===== src/rtl/mem_arbiter.sv =====
// mem_arbiter: round-robin arbiter sharing one single-port word memory between
// the fetch port (I, read-only) and the load/store port (D).
module mem_arbiter (
    input  logic        clk,
    input  logic        reset_n,
    input  logic        i_req,
    input  logic [15:0] i_addr,
    output logic        i_gnt,
    output logic        i_rvalid,
    output logic [15:0] i_rdata,
    input  logic        d_req,
    input  logic        d_we,
    input  logic [15:0] d_addr,
    input  logic [15:0] d_wdata,
    output logic        d_gnt,
    output logic        d_rvalid,
    output logic [15:0] d_rdata,
    output logic [1:0]  mem_mode,
    output logic [15:0] mem_addr,
    output logic [15:0] mem_wdata,
    input  logic [15:0] mem_rdata,
    output logic [15:0] conflict_cnt
);
    localparam logic [1:0] MODE_IDLE = 2'b00;
    localparam logic [1:0] MODE_OUT  = 2'b01;
    localparam logic [1:0] MODE_IN   = 2'b10;
    logic        last_d_q, last_d_d;
    logic [1:0]  mode_q, mode_d;
    logic [15:0] addr_q, addr_d, wdata_q, wdata_d, cnt_q, cnt_d;
    logic        tag_q, tag_d, rsp_valid_q, rsp_tag_q;
    logic        xfer;
    // On a conflict the pointer hands the grant to the port that did not win last.
    assign i_gnt = reset_n & i_req & (~d_req | last_d_q);
    assign d_gnt = reset_n & d_req & (~i_req | ~last_d_q);
    assign xfer  = i_gnt | d_gnt;
    always_comb begin
        last_d_d = xfer ? d_gnt : last_d_q;
        mode_d   = !xfer ? MODE_IDLE : (d_gnt & d_we) ? MODE_IN : MODE_OUT;
        addr_d   = !xfer ? addr_q : d_gnt ? d_addr : i_addr;
        wdata_d  = !xfer ? wdata_q : d_gnt ? d_wdata : 16'h0000;
        tag_d    = d_gnt;
        cnt_d    = (i_req & d_req & ~&cnt_q) ? cnt_q + 16'd1 : cnt_q;
    end
    always_ff @(posedge clk) begin
        if (!reset_n) begin
            last_d_q    <= 1'b0;
            mode_q      <= MODE_IDLE;
            addr_q      <= '0;
            wdata_q     <= '0;
            tag_q       <= 1'b0;
            rsp_valid_q <= 1'b0;
            rsp_tag_q   <= 1'b0;
            cnt_q       <= '0;
        end else begin
            last_d_q    <= last_d_d;
            mode_q      <= mode_d;
            addr_q      <= addr_d;
            wdata_q     <= wdata_d;
            tag_q       <= tag_d;
            rsp_valid_q <= mode_q == MODE_OUT;
            rsp_tag_q   <= tag_q;
            cnt_q       <= cnt_d;
        end
    end
    // Masking with reset_n keeps a pending store from reaching the array at the reset edge.
    assign mem_mode     = reset_n ? mode_q : MODE_IDLE;
    assign mem_addr     = addr_q;
    assign mem_wdata    = wdata_q;
    assign i_rvalid     = rsp_valid_q & ~rsp_tag_q;
    assign d_rvalid     = rsp_valid_q & rsp_tag_q;
    assign i_rdata      = mem_rdata;
    assign d_rdata      = mem_rdata;
    assign conflict_cnt = cnt_q;
endmodule


===== config.mk =====
export PLATFORM = sky130hd
export DESIGN_NAME = mem_arbiter
export DESIGN_NICKNAME = d
export VERILOG_FILES = /design/src/rtl/mem_arbiter.sv
export SDC_FILE = /design/constraint.sdc
export NUM_CORES = 1
export LEC_CHECK = 0
export ABC_CLOCK_PERIOD_IN_PS = 2900
export CORE_UTILIZATION = 40
export CTS_CLUSTER_DIAMETER = 150
export DETAILED_ROUTE_END_ITERATION = 10
export GPL_ROUTABILITY_DRIVEN = 0
export MAX_ROUTING_LAYER = met4
export PLACE_DENSITY = 0.86
export SLEW_MARGIN = 20
export SYNTH_ARGS = -nofsm -noshare
export SYNTH_HDL_FRONTEND = slang
export SYNTH_SLANG_ARGS = --single-unit

===== constraint.sdc =====
create_clock -name clk -period 2.9 [get_ports clk]
set_input_delay 0.29 -clock clk [delete_from_list [all_inputs] [get_ports clk]]
set_output_delay 0.29 -clock clk [all_outputs]
set_load 0.05 [all_outputs]

==> results of run 1 <==
## synthesized netlist by cell type (all sizes together) (5+ instances only)
master   n  area share [%]
nand4    5             1.9
inv      5            0.76
a21oi   38             7.7
buf     37              11
nor2     8             1.2
nand2   40             6.1
nand3   22             4.4
a22oi   16             4.9
and2     5             1.3
clkbuf   8             1.2
dfxtp   54              44
o21ai    7             1.4
## area by class of cell
type	instances	area (sq um)
clock buffer	5	68.8
clock inverter	3	21.3
fill	543	2480
inverter	7	26.3
multi-input combinational	185	1070
sequential	54	1080
tap	75	93.8
timing repair buffer	112	1110
## sequential cells by signal, indices dropped and copies added, names as in the netlist
signal,count
rsp_tag_q,1
last_d_q,1
mem_addr,16
tag_q,1
conflict_cnt,16
rsp_valid_q,1
mode_q,2
mem_wdata,16
## cell usage in the layout, fill, tap and decap left out, types with 2 or more instances in the layout
cell type / Yosys / final
o21ai_0: 6 / 6
nand2_1: 40 / 40
buf_4: 33 / 7
nor4_1: 3 / 3
nor2b_1: 2 / 2
nor2_1: 8 / 8
clkinv_1: 2 / 2
a21boi_0: 2 / 2
or4_1: 2 / 2
dfxtp_1: 54 / 54
and4_1: 2 / 2
a22oi_1: 16 / 16
a21oi_1: 38 / 38
nand4_1: 4 / 4
a31oi_1: 2 / 2
clkbuf_8: 0 / 5
and2_1: 5 / 5
and3_1: 4 / 4
o31ai_1: 3 / 3
mux2i_1: 3 / 3
nand3_1: 22 / 22
a211oi_1: 2 / 2
or3_1: 4 / 4
clkdlybuf4s50_1: 0 / 104
inv_1: 5 / 5
## cell families (layout without fill, tap and decap cells)
logic type	Yosys count	count (layout)	share of synthesized area [%]
flops	54	54	43.7
compound gates	77	77	20.0
simple gates	103	103	21.2
fa+ha+maj	1	1	0.505
buf+inv	52	127	13.1
xor+xnor	1	1	0.354
mux	3	3	1.21
## stage by stage
step	instance area (sq um)	std cells	total power [uW]	setup WS, ns	hold slack, ns
2_1_floorplan	2470	291	1100	0.878	0.384
5_1_grt	3480	441	1610	0.517	0.462
4_1_cts	3480	441	1560	0.579	0.429
3_3_place_gp	3380	433	1130	0.611	0.404
6_report	3480	441	1550	0.592	0.428
3_5_place_dp	3390	433	1140	0.579	0.414
## worst max-delay path, delay by kind of cell
family                 cells  cell delay [ns]
AND/OR/NAND/NOR            1             0.20
buffers and inverters      2             1.52
## metal layers
layer	up-vias	routed length, microns	GRT usage [%]
li1	1156	-	-
met1	1104	2520	22.1
met2	103	3260	35.8
met3	11	464	6.36
met4	0	97	6.79
met5	-	0	-
## power by group through the flow
stage               Combinational (uW)  Sequential [uW]  Clock, uW
floorplan                          207              894          0
global placement                   326              805          0
detailed placement                 332              806          0
CTS                                333              789        439
global route                       351              793        471
finish                             331              789        427
## how the worst max path moves through the flow
stage / startpoint / endpoint / slack [ns] / cells past startpoint
after floorplan: conflict_cnt[0] / conflict_cnt[11] / 0.88 / 6
after global placement: reset_n / mem_mode[0] / 0.61 / 3
after detailed placement: reset_n / mem_mode[0] / 0.58 / 3
after CTS: reset_n / mem_mode[0] / 0.58 / 3
after global routing: reset_n / mem_mode[0] / 0.52 / 3
final: reset_n / mem_mode[0] / 0.59 / 3
==> impl_metrics.yaml, run 1 <==
worst_setup_path:
  r2r-end: "conflict_cnt[11]"
  cp.required_ns: 2.61
  rr_worst_depth: 4
  endpoint_kind: "primary output"
  crit_fanout: 13
  critPathArrivalTime_ns: 2.02
  rrSetupSlack_ns: 0.92
  critPathKind: "input port to primary output"
  start_kind: "input port"
  max_stage_delay_ns: 0.80
  cp_cell_sequence: "clkdlybuf4s50_1 -> and2_1 -> clkdlybuf4s50_1"
  slowest_stage: "clkdlybuf4s50_1"
  crit_top_cell: "clkdlybuf4s50_1"
  reg2reg_from: "conflict_cnt[8]"
global_route:
  grt_pass1_wl_microns: 9960
  globalRoute.totalOverflow: 0
  track_usage_pct: 20.6
  grt_pass1_vias: 2220
  grt_max_degree: 33
  antenna_found_initial: 0
detailed_routing:
  routed_via_density: 5.38
  vias: 2374
  routed_wl_microns: 6350
  ant_nets: 0
  dr.pass1.iters: 4
  drcViolationCount: 0
  routedWlPerCell_microns: 14.4
  drt-initial-drc-count: 124
yosys:
  synthesis.nets: 361
  ys_warn_count: 0
  syn_inst: 291
  syn_area_sq_um: 2470
  synth.distinct_cells: 42
  synth_top_flop_cell: "dfxtp_1"
  synth_seq_area_share_pct: 43.7
  synth_seq_cells: 54
  syn-mean-instance-area_sq_um: 8.50
  async_flop_share_pct: 0
  synth_edf_count: 0
clock_tree:
  cts-root-buf: "clkbuf_8"
  cts_tree: "yes"
  post-cts-setup-buffer-count: 0
  cts_resized: 0
  cts.reportedPaths.clkPinSlew_ns: 0.10
  cts_buffers: 5
  hold_buffers: 0
  cts.sinks: 54
  cts_buffer_depth: 2
  clock_latency_ns: 0.31
  htree_levels: 2
timing:
  worst_pin_slew_ns: 0.782
  finalSetupTns_ns: 0
  rsz0062_at_grt: "false"
  maxClockFrequency_ghz: 0.433
  drv_slew: 0
  slew_headroom_pct: 47.7
  fin_skew_ns: 0.00596
  hold_violations: 0
  setup_viol: 0
  fin_crit_ns: 2.31
  period_share_pct: 79.6
placement:
  dpl.hpwl_microns: 4690
  place.port_buffers: 106
pwr:
  irDropWorstVdd_uv: 223
  clockPowerShare_pct: 27.6
  comb_power_share_pct: 21.4
  leakagePower_uw: 0.00123
  power_frac_seq_pct: 51.0
  switching_share_pct: 29.9
  switchingPower_uw: 462
  powerDensity_nw_per_um2: 445
  p_int_uw: 1080
layout:
  area_delta_synth_final_pct: 40.5
  final_util_pct: 58.4
  diodes: 0
  drive_above_1_share_pct: 5.74
  nets: 435
die:
  die_x_microns: 80.7
  start_util_pct: 41.6
  core_area_sq_um: 5960
  fp.dieH_microns: 80.7
  io_pins: 155
  rows: 28
  die_area_sq_um: 6510
hold_path:
  hold_path_class: "flop to flop"
  min_from: "mode_q[1]"
  hold_depth: 1
  holdPathEnd: "rsp_valid_q"
run_status:
  status: "complete, no violations"
flow_run:
  maxCapViolCount: 0
Note: power is estimated with default switching activity, not from simulation.
==> inputs of run 2 (changes only) <==
Settings changed: ABC_CLOCK_PERIOD_IN_PS 2900 to 2100, CORE_UTILIZATION 40 to 33, PLACE_DENSITY 0.86 to 0.76.
Clock period 2.9 ns to 2.1 ns, I/O delays scaled along.
==> run 2 against run 1 <==
Design area is 3.0% higher. Cell count is 6.6% higher. Register-to-register slack worse by 0.67 ns. Routed wire length hardly changed. Via count is 0.25% lower. Sequential power is 38% higher. Sequential share of layout area is 0.90 points lower. Worst setup slack worse by 0.37 ns. Worst hold slack worse by 0.017 ns. First-iteration DRC count is 20% lower. Critical path type is now flop to primary output. Largest power group unchanged.
==> impl_metrics.yaml, run 2 (synthesis gave the netlist of run 1 again) <==
pwr:
  p_total_uw: 2250
  irDropWorstVdd_uv: 347
  powerDensity_nw_per_um2: 628
  leakagePower_uw: 0.00127
detailed_routing:
  routed_wl_microns: 6350
  routedWlPerCell_microns: 13.5
  ant_nets: 0
  drcViolationCount: 0
  drt-initial-drc-count: 99
  routed_via_density: 5.04
  dr.pass1.iters: 4
  vias: 2368
die:
  io_pins: 155
  rows: 31
  die_x_microns: 88.6
  start_util_pct: 34.1
  die_area_sq_um: 7850
  core_area_sq_um: 7250
  fp.dieH_microns: 88.6
placement:
  place.port_buffers: 106
  dpl.hpwl_microns: 4760
clock_tree:
  cts_buffer_depth: 2
  cts_buffers: 5
  cts.reportedPaths.clkPinSlew_ns: 0.10
  clock_latency_ns: 0.30
  cts_tree: "yes"
  htree_levels: 2
  cts.sinks: 54
  cts-root-buf: "clkbuf_8"
  hold_buffers: 0
  cts_resized: 0
  post-cts-setup-buffer-count: 0
global_route:
  antenna_found_initial: 0
  track_usage_pct: 17.0
  grt_pass1_vias: 2229
  grt_max_degree: 28
  globalRoute.totalOverflow: 0
  grt_pass1_wl_microns: 10100
layout:
  area_delta_synth_final_pct: 44.7
  final_common_cell: "clkdlybuf4s50_1"
  seqCellArea_sq_um: 1080
  diodes: 0
  drive_above_1_share_pct: 7.01
  final_util_pct: 49.4
  multi_input_area_sq_um: 1070
  nets: 440
  fillers: 689
  final_cell_mix: "102 x clkdlybuf4s50_1, 54 x dfxtp_1, 40 x nand2_1"
worst_setup_path:
  endpoint_kind: "primary output"
  crit_buf_inv: 1
  cp_cell_sequence: "clkdlybuf4s50_1"
  start_kind: "flop"
  cpLargestDelayFamily: "buffers and inverters"
  max_stage_delay_ns: 0.87
  slowest_stage: "clkdlybuf4s50_1"
  critPathKind: "flop to primary output"
  cp.required_ns: 1.89
  crit_fanout: 7
  critPathArrivalTime_ns: 1.67
timing:
  fin_crit_ns: 1.88
  worst_pin_slew_ns: 0.522
  period_share_pct: 89.3
  fin_skew_ns: 0.00861
  maxClockFrequency_ghz: 0.533
  hold_violations: 0
  holdWs_ns: 0.411
  drv_slew: 0
  setup_viol: 0
  slew_headroom_pct: 65.1
  rsz0062_at_grt: "false"
  finalSetupTns_ns: 0
flow_run:
  maxCapViolCount: 0
hold_path:
  hold_path_class: "flop to flop"
run_status:
  status: "complete, no violations"
## run 2: cell count changes in the layout (fill, tap and decap cells not counted)
| cell | change |
|---|---|
| o21ai_2 | -1 |
| clkdlybuf4s50_1 | -2 |
| clkinv_4 | -1 |
| o21ai_1 | +1 |
| clkbuf_1 | +1 |
| buf_4 | +5 |
| bufinv_16 | +1 |
| clkinv_2 | -1 |
| buf_12 | +2 |
## run 2: path summary, 6_finish.rpt
kind                    from               to  slack [ns]  cells after the start
max reg2reg  conflict_cnt[0]  conflict_cnt[1]        0.25                      6
min                mode_q[1]      rsp_valid_q        0.41                      1
min reg2reg        mode_q[1]      rsp_valid_q        0.41                      1
max          conflict_cnt[9]  conflict_cnt[9]        0.22                      1
## run 2: where the power goes
group          internal [uW]  switching, uW  leakage [uW]
clock                    356            340     0.0000514
sequential              1070           22.9      0.000440
combinational            205            261      0.000783
## run 2: through the flow
stage	area, sq um	setup WS, ns	instances
finish	3580	0.224	470
detailed placement	3470	0.178	462
floorplan	2470	0.0784	291
global route	3580	0.128	470
global placement	3470	0.236	462
CTS	3580	0.199	470
## run 2: cell type report
cell class,count,area share (%)
Inverter,7,0.733
Tap cell,99,3.46
Timing Repair Buffer,117,32.7
Multi-Input combinational cell,185,29.9
Clock buffer,6,2.03
Sequential cell,54,30.2
Clock inverter,2,1.05
## run 2: metal layers
layer | global-route usage (%) | vias up | routed length [microns]
met5 | - | - | 0
met4 | 5.13 | 0 | 68
met3 | 4.76 | 10 | 434
met2 | 28.1 | 96 | 3220
met1 | 20.1 | 1101 | 2630
li1 | - | 1161 | -
==> inputs of run 3 (changes only) <==
Settings changed: CORE_MARGIN set to 3.
==> run 3 against run 2 <==
Cell count decreased by 0.21%. Sequential power is essentially flat. Sequential share of layout area decreased by 0.12 points. Design area rose by 0.38%. Worst setup slack better by 0.0058 ns.
==> impl_metrics.yaml, run 3 (synthesis gave the netlist of run 1 again) <==
layout:
  final_cell_mix: "102 x clkdlybuf4s50_1, 54 x dfxtp_1, 40 x nand2_1"
  drive_above_1_share_pct: 7.77
  final_common_cell: "clkdlybuf4s50_1"
  diodes: 0
  area_delta_synth_final_pct: 45.3
  fillers: 682
  nets: 442
timing:
  drv_slew: 0
  period_share_pct: 89.0
  slew_headroom_pct: 64.3
  setup_viol: 0
  fin_skew_ns: 0.00941
  worst_pin_slew_ns: 0.533
  fin_crit_ns: 1.87
  hold_violations: 0
  finalSetupTns_ns: 0
  rsz0062_at_grt: "false"
  maxClockFrequency_ghz: 0.535
  holdWs_ns: 0.418
worst_setup_path:
  critPathArrivalTime_ns: 1.66
  endpoint_kind: "primary output"
  start_kind: "flop"
  rr_worst_depth: 6
  r2r-end: "conflict_cnt[1]"
  cpLargestDelayFamily: "buffers and inverters"
  critPathKind: "flop to primary output"
  rrSetupSlack_ns: 0.25
  slowest_stage: "clkdlybuf4s50_1"
  cp_cell_sequence: "clkdlybuf4s50_1"
  reg2reg_from: "conflict_cnt[0]"
  crit_buf_inv: 1
  cp.required_ns: 1.89
  max_stage_delay_ns: 0.87
  crit_fanout: 8
hold_path:
  min_from: "mode_q[1]"
  holdPathEnd: "rsp_valid_q"
  hold_path_class: "flop to flop"
  hold_depth: 1
detailed_routing:
  drcViolationCount: 0
  drt-initial-drc-count: 108
  dr.pass1.iters: 4
  ant_nets: 0
  vias: 2323
  routedWlPerCell_microns: 14.2
  routed_via_density: 4.95
  routed_wl_microns: 6650
pwr:
  irDropWorstVdd_uv: 271
  powerDensity_nw_per_um2: 630
  leakagePower_uw: 0.00129
global_route:
  track_usage_pct: 16.0
  globalRoute.totalOverflow: 0
  grt_pass1_wl_microns: 10800
  grt_max_degree: 28
  grt_pass1_vias: 2236
  antenna_found_initial: 0
die:
  core_area_sq_um: 7020
  die_x_microns: 92.6
  fp.dieH_microns: 92.6
  io_pins: 155
  rows: 30
  start_util_pct: 35.3
  die_area_sq_um: 8570
clock_tree:
  hold_buffers: 0
  cts_buffers: 5
  clock_latency_ns: 0.31
  htree_levels: 2
  cts-root-buf: "clkbuf_8"
  post-cts-setup-buffer-count: 0
  cts_buffer_depth: 2
  cts.reportedPaths.clkPinSlew_ns: 0.10
  cts_tree: "yes"
  cts.sinks: 54
  cts_resized: 0
flow_run:
  maxCapViolCount: 0
placement:
  dpl.hpwl_microns: 5000
  place.port_buffers: 106
run_status:
  status: "complete, no violations"
## run 3: cell types whose count changed in the layout (fill, tap and decap cells not counted), sizes merged
cell	change
clkinvlp	-1
clkbuf	-1
buf	+2
inv	+1
clkinv	+1
## run 3: worst max-delay path by stage
stage                                   to  depth (start not counted)  slack (ns)       startpoint
after floorplan           conflict_cnt[11]                          6        0.08  conflict_cnt[0]
after global placement    conflict_cnt[14]                          5        0.17            i_req
after detailed placement  conflict_cnt[14]                          5        0.20            i_req
after CTS                  conflict_cnt[9]                          1        0.20  conflict_cnt[9]
after global routing       conflict_cnt[1]                          6        0.07  conflict_cnt[0]
final                      conflict_cnt[6]                          1        0.23  conflict_cnt[6]
## run 3: power breakdown
part / internal, uW / switching [uW]
logic: 205 / 263
clock network: 358 / 351
registers: 1070 / 22.7
total: 1630 / 637
## run 3: metal layers
layer / GRT usage [%] / share of wire (%) / vias to the layer above
met1: 19.0 / 42 / 1061
met3: 5.20 / 8.5 / 12
met2: 25.9 / 48 / 90
met4: 4.95 / 1.3 / 0
li1: - / - / 1160
met5: - / 0 / -
## run 3: stage by stage
step / instance area (sq um) / util [%] / setup WS [ns] / total power [uW] / std cells
floorplan: 2470 / - / 0.0784 / 1520 / 291
global placement: 3480 / 49.6 / 0.174 / 1580 / 461
detailed placement: 3480 / 49.6 / 0.199 / 1580 / 461
CTS: 3600 / 51.2 / 0.199 / 2300 / 469
global route: 3600 / 51.2 / 0.0681 / 2370 / 469
finish: 3600 / 51.2 / 0.230 / 2270 / 469
## run 3: final cells by class
class	count	area (sq um)	share of cell area, %
multi-input cells	185	1070	29.7
flip-flops and latches	54	1080	30.1
inverters	7	26.3	0.731
clock buffers	5	68.8	1.91
clock inverters	3	43.8	1.22
well taps	96	120	3.34
repair buffers	119	1190	33.0
